==> src/rtl/reg_bank.sv <==
// rtl/reg_bank.sv - architectural register file with two read ports and pending-load scoreboard
//
// Purpose: NUM_REGS x DATA_W register file for the RISC core. One write port
// takes the selected writeback word; two combinational read ports feed
// decode/execute with write-through bypass. A busy bit per register tracks
// loads whose data has not yet returned, so control can stall on it.
//
// Ports:
//   clk        - system clock, all state updates on the rising edge
//   rst        - synchronous active-low reset
//   rs1, rs2   - read addresses
//   rd1, rd2   - read data (combinational)
//   reg_write  - write enable
//   rd         - write address
//   data_write - writeback word
//   load_issue - a load targeting load_rd was issued this cycle
//   load_rd    - destination register of the issued load
//   rs1_busy   - rs1 has an outstanding load
//   rs2_busy   - rs2 has an outstanding load
//   any_busy   - at least one load is outstanding

module reg_bank #(
  parameter int                DATA_W   = 32,
  parameter int                NUM_REGS = 32,
  parameter int                SP_INDEX = 29,
  parameter logic [DATA_W-1:0] SP_INIT  = 32'h0000_0FFC,
  localparam int               AW       = (NUM_REGS > 1) ? $clog2(NUM_REGS) : 1
) (
  input  logic              clk,
  input  logic              rst,
  input  logic [AW-1:0]     rs1,
  input  logic [AW-1:0]     rs2,
  output logic [DATA_W-1:0] rd1,
  output logic [DATA_W-1:0] rd2,
  input  logic              reg_write,
  input  logic [AW-1:0]     rd,
  input  logic [DATA_W-1:0] data_write,
  input  logic              load_issue,
  input  logic [AW-1:0]     load_rd,
  output logic              rs1_busy,
  output logic              rs2_busy,
  output logic              any_busy
);

  // One bit wider than an index so NUM_REGS itself is representable.
  localparam logic [AW:0] NUM_LIM = NUM_REGS[AW:0];

  logic [DATA_W-1:0]   regs [NUM_REGS];
  logic [NUM_REGS-1:0] busy;
  logic [NUM_REGS-1:0] busy_next;
  logic                wr_en;
  logic                ld_en;

  // True for a real, writable register: non-zero and inside the file
  // (only matters for non-power-of-two NUM_REGS).
  function automatic logic idx_live(input logic [AW-1:0] idx);
    return (idx != '0) && ({1'b0, idx} < NUM_LIM);
  endfunction

  assign wr_en = reg_write && idx_live(rd);
  assign ld_en = load_issue && idx_live(load_rd);

  // Set is applied after clear so a load issued on the same edge that the
  // previous load's data returns leaves the register outstanding.
  always_comb begin
    busy_next = busy;
    if (wr_en) busy_next[rd] = 1'b0;
    if (ld_en) busy_next[load_rd] = 1'b1;
  end

  always_ff @(posedge clk) begin
    if (!rst) begin
      for (int i = 0; i < NUM_REGS; i++) begin
        regs[i] <= (i == SP_INDEX) ? SP_INIT : '0;
      end
      busy <= '0;
    end else begin
      if (wr_en) regs[rd] <= data_write;
      busy <= busy_next;
    end
  end

  // Read port 1: zero register and out-of-range read 0; a same-cycle write
  // to the addressed register is forwarded.
  always_comb begin
    rd1      = '0;
    rs1_busy = 1'b0;
    if (idx_live(rs1)) begin
      if (reg_write && rd == rs1) begin
        rd1 = data_write;
      end else begin
        rd1      = regs[rs1];
        rs1_busy = busy[rs1];
      end
    end
  end

  always_comb begin
    rd2      = '0;
    rs2_busy = 1'b0;
    if (idx_live(rs2)) begin
      if (reg_write && rd == rs2) begin
        rd2 = data_write;
      end else begin
        rd2      = regs[rs2];
        rs2_busy = busy[rs2];
      end
    end
  end

  assign any_busy = |busy;

endmodule

==> config.mk <==
export PLATFORM = sky130hd
export DESIGN_NAME = reg_bank
export DESIGN_NICKNAME = d
export VERILOG_FILES = /design/src/rtl/reg_bank.sv
export SDC_FILE = /design/constraint.sdc
export NUM_CORES = 2
export LEC_CHECK = 0
export ABC_CLOCK_PERIOD_IN_PS = 6750
export CAP_MARGIN = 40
export CORE_UTILIZATION = 45
export DETAILED_ROUTE_END_ITERATION = 7
export GPL_TIMING_DRIVEN = 0
export SYNTH_ARGS = -nofsm -noshare
export SYNTH_HDL_FRONTEND = slang
export SYNTH_SLANG_ARGS = --single-unit
==> constraint.sdc <==
create_clock -name clk -period 6.75 [get_ports clk]
set_clock_uncertainty 0.2 [all_clocks]
set_input_delay 1.35 -clock clk [delete_from_list [all_inputs] [get_ports clk]]
set_output_delay 1.35 -clock clk [all_outputs]
set_load 0.1 [all_outputs]
==> impl_metrics.tcl <==
set metrics [dict create \
    status "finished, violations left" \
    violations "setup timing" \
    post-synth-top-area-cell "edfxtp_1" \
    routedWlPerCell_um 40.08 \
    grt_pass1_wl_mm 328.0 \
    portBuffers 113 \
    vias 41644 \
    p_per_area_nw_per_um2 255.5 \
    hold_path_depth 2 \
    hold_class "flop to flop" \
    rsz0062_at_grt "false" \
    wl_mm 245.5 \
    worst_setup_path_end_kind "primary output" \
    finalSetupViolCount 15 \
    cts.sinks 1056 \
    num_rows 130 \
    first_iter_violations 7108 \
    synth_cell_types 58 \
    antenna_found_initial 18 \
    routabilityCongestion 1.033 \
    die-area_um2 127900 \
    ys.flop_type "edfxtp_1" \
    die_x_um 357.6 \
    insertion_delay_ns 0.74 \
    fmax_ghz 0.1462 \
    synth_top_family_by_area "multiplexers" \
    synth_commonest_cells "edfxtp_1 (1024), and2_1 (986), mux4_2 (447)" \
    synth_simple_gate_area_share_pct 13.76 \
    io_pins 123 \
    synth-seq-cells 1056 \
    synth_xor_area_share_pct 0.1539 \
    htree_levels 3 \
    drv_slew 0 \
    grt_use_total_pct 38.29 \
    placed_cell_area_um2 63460 \
    grt_pass1_vias 39184 \
    drt_pass1_iterations 8 \
    clk_pin_slew_ns 0.06 \
    ctsRootBufferMaster "clkbuf_16" \
    nFillCells 10372 \
    irDropWorstVdd_uv 203.3 \
    cts_buffer_depth 3 \
    dp_hpwl_mm 180.6 \
    cts_tree "done" \
    power_w 0.01724 \
    slowest_delay_ns 0.97 \
    drc 0 \
    synth_compound_area_share_pct 5.355 \
    fin_crit_ns 6.841 \
    fin_nets 4430 \
    crit_arrival_ns 5.29 \
    fin_crit_sh_pct 101.3 \
    yosys.area_share.adder_pct 0 \
    drive_gt1_share_pct 23.53 \
    critical_path_class "input pin to primary output" \
    tightest_slew_ns 1.017 \
    cts_buffers 111 \
    die_h_um 357.6 \
    maxCapViolCount 0 \
    leakagePower_nw 23.54 \
    syn_area_per_cell_um2 14.44 \
    detail-route-antenna-nets 0 \
    required_ns 5.20 \
    ys_top_cells_by_area "edfxtp_1 (54%), mux4_2 (18%), and2_1 (11%), mux2i_1 (3.9%), clkbuf_1 (1.9%)" \
    grt_max_degree 23 \
    initial_utilization_pct 45.31 \
    crit_path_max_fanout 10 \
    core_area_um2 125600 \
    crit_chain "clkdlybuf4s50_1 -> buf_4 -> clkbuf_4 -> nor2_1 -> buf_4 -> clkbuf_1 -> a2111oi_0 -> a22o_1 -> clkdlybuf4s50_1 -> buf_8" \
    area_growth_pct 18.65 \
    yosysWarnings 0 \
    synthCells 3941 \
    synth-edff-count 1024 \
    synth_async_sr_flop_share_pct 0 \
    muxShareOfSynthArea_pct 21.78 \
    grt_overflow 0 \
    avgViaCountPerCell 6.800 \
    final-hold-violation-count 0 \
    design_area_um2 67500 \
    setup_slack_ns -0.09099 \
    netlist.area_leader.share_pct 54.05 \
    reg2reg_depth 2 \
    synth.most_common_cell "edfxtp_1" \
    yosysSeqAreaShare_pct 55.17 \
    crit_slowest_cell "a2111oi_0" \
    start_kind "input pin" \
    slew_headroom_pct 30.47 \
    cts_hold_buf 0 \
    netlist_area_um2 56890 \
]
-- cells by family after synthesis --
family | Yosys count
multiplexers | 678
buffers and inverters | 451
flip-flops | 1056
AO/OA/AOI/OAI | 432
XOR/XNOR | 10
other | 1
AND/OR/NAND/NOR | 1313
-- report_power, final --
part	switching, W	internal, W
sequential	0.000189	0.00755
clock	0.00278	0.00347
combinational	0.00209	0.00117
total	0.00505	0.0122
-- sequential cells by signal, summed over array words and instances (netlist names) --
register / count
busy: 32
regs: 1024
-- cell usage in the layout (no fill, tap or decap), types with 14 or more instances in the layout --
master and count:
o22ai_1 112, nor3_1 47, clkbuf_16 115, buf_6 57, clkbuf_1 272, buf_12 24
a21oi_1 14, nor2_1 92, edfxtp_1 1024, buf_8 100, clkinv_1 24, a22oi_1 28
buf_16 27, dfxtp_1 32, nor4_1 15, nand2_1 39, conb_1 32, mux4_2 447
nand3_1 47, a221oi_1 32, clkdlybuf4s50_1 107, o21ai_0 49, a221o_1 23, a2111oi_0 19
o211ai_1 26, clkbuf_2 26, o21ai_4 31, a22o_1 31, clkinv_2 19, and2_1 986
inv_1 32, buf_2 40, buf_4 56, mux2i_1 215
-- worst max-delay path: cells and delay by family --
family	cells	cell delay, ns
AO/OA/AOI/OAI	2	1.21
buffers and inverters	7	2.53
AND/OR/NAND/NOR	1	0.16
-- final timing paths --
path / startpoint / to / slack (ns)
max: rs2[2] / rd2[6] / -0.09
min: busy[5]$_SDFF_PN0_ / busy[5]$_SDFF_PN0_ / 0.31
max reg2reg: busy[22]$_SDFF_PN0_ / busy[22]$_SDFF_PN0_ / 5.81
min reg2reg: busy[5]$_SDFF_PN0_ / busy[5]$_SDFF_PN0_ / 0.31
-- final cells by class --
| cell class | instances | area, um2 | share of cell area (%) |
|---|---|---|---|
| sequential | 1056 | 31390 | 46.50 |
| multi-input combinational | 2465 | 24100 | 35.70 |
| timing repair buffer | 295 | 4105 | 6.082 |
| clock buffer | 140 | 3032 | 4.491 |
| buffer | 410 | 2121 | 3.142 |
| tap | 1650 | 2064 | 3.058 |
| clock inverter | 66 | 545.5 | 0.8082 |
| inverter | 35 | 131.4 | 0.1946 |
| antenna | 7 | 17.52 | 0.02595 |
-- routing by layer --
metal  GRT usage (%)  wire length [um]  up-vias
li1                -                 -    16065
met1           49.94             88850    21441
met2           54.43            103400     3458
met3           17.49             39980      664
met4           17.44             13000       16
met5          0.4074               220        -
-- metrics by stage --
stage	hold slack, ns	worst slack, ns	utilization, %	TNS [ns]	instances
after floorplan	0.2679	0.3545	-	0	3972
after global placement	0.2936	-2.080	47.94	-1451.09	5735
after detailed placement	0.2951	-1.180	50.53	-29.46	5911
after CTS	0.3060	-0.007514	53.59	-0.009759	6118
after global routing	0.3322	0.006535	53.74	0	6117
final	0.3114	-0.09099	53.76	-0.6707	6124
-- timing repair --
action	4_1_cts	5_1_grt
pin swaps	0	3
setup buffers	2	2
resized for setup	91	47
endpoints found under the setup margin	62	39
(Power assumes the default switching activity.)
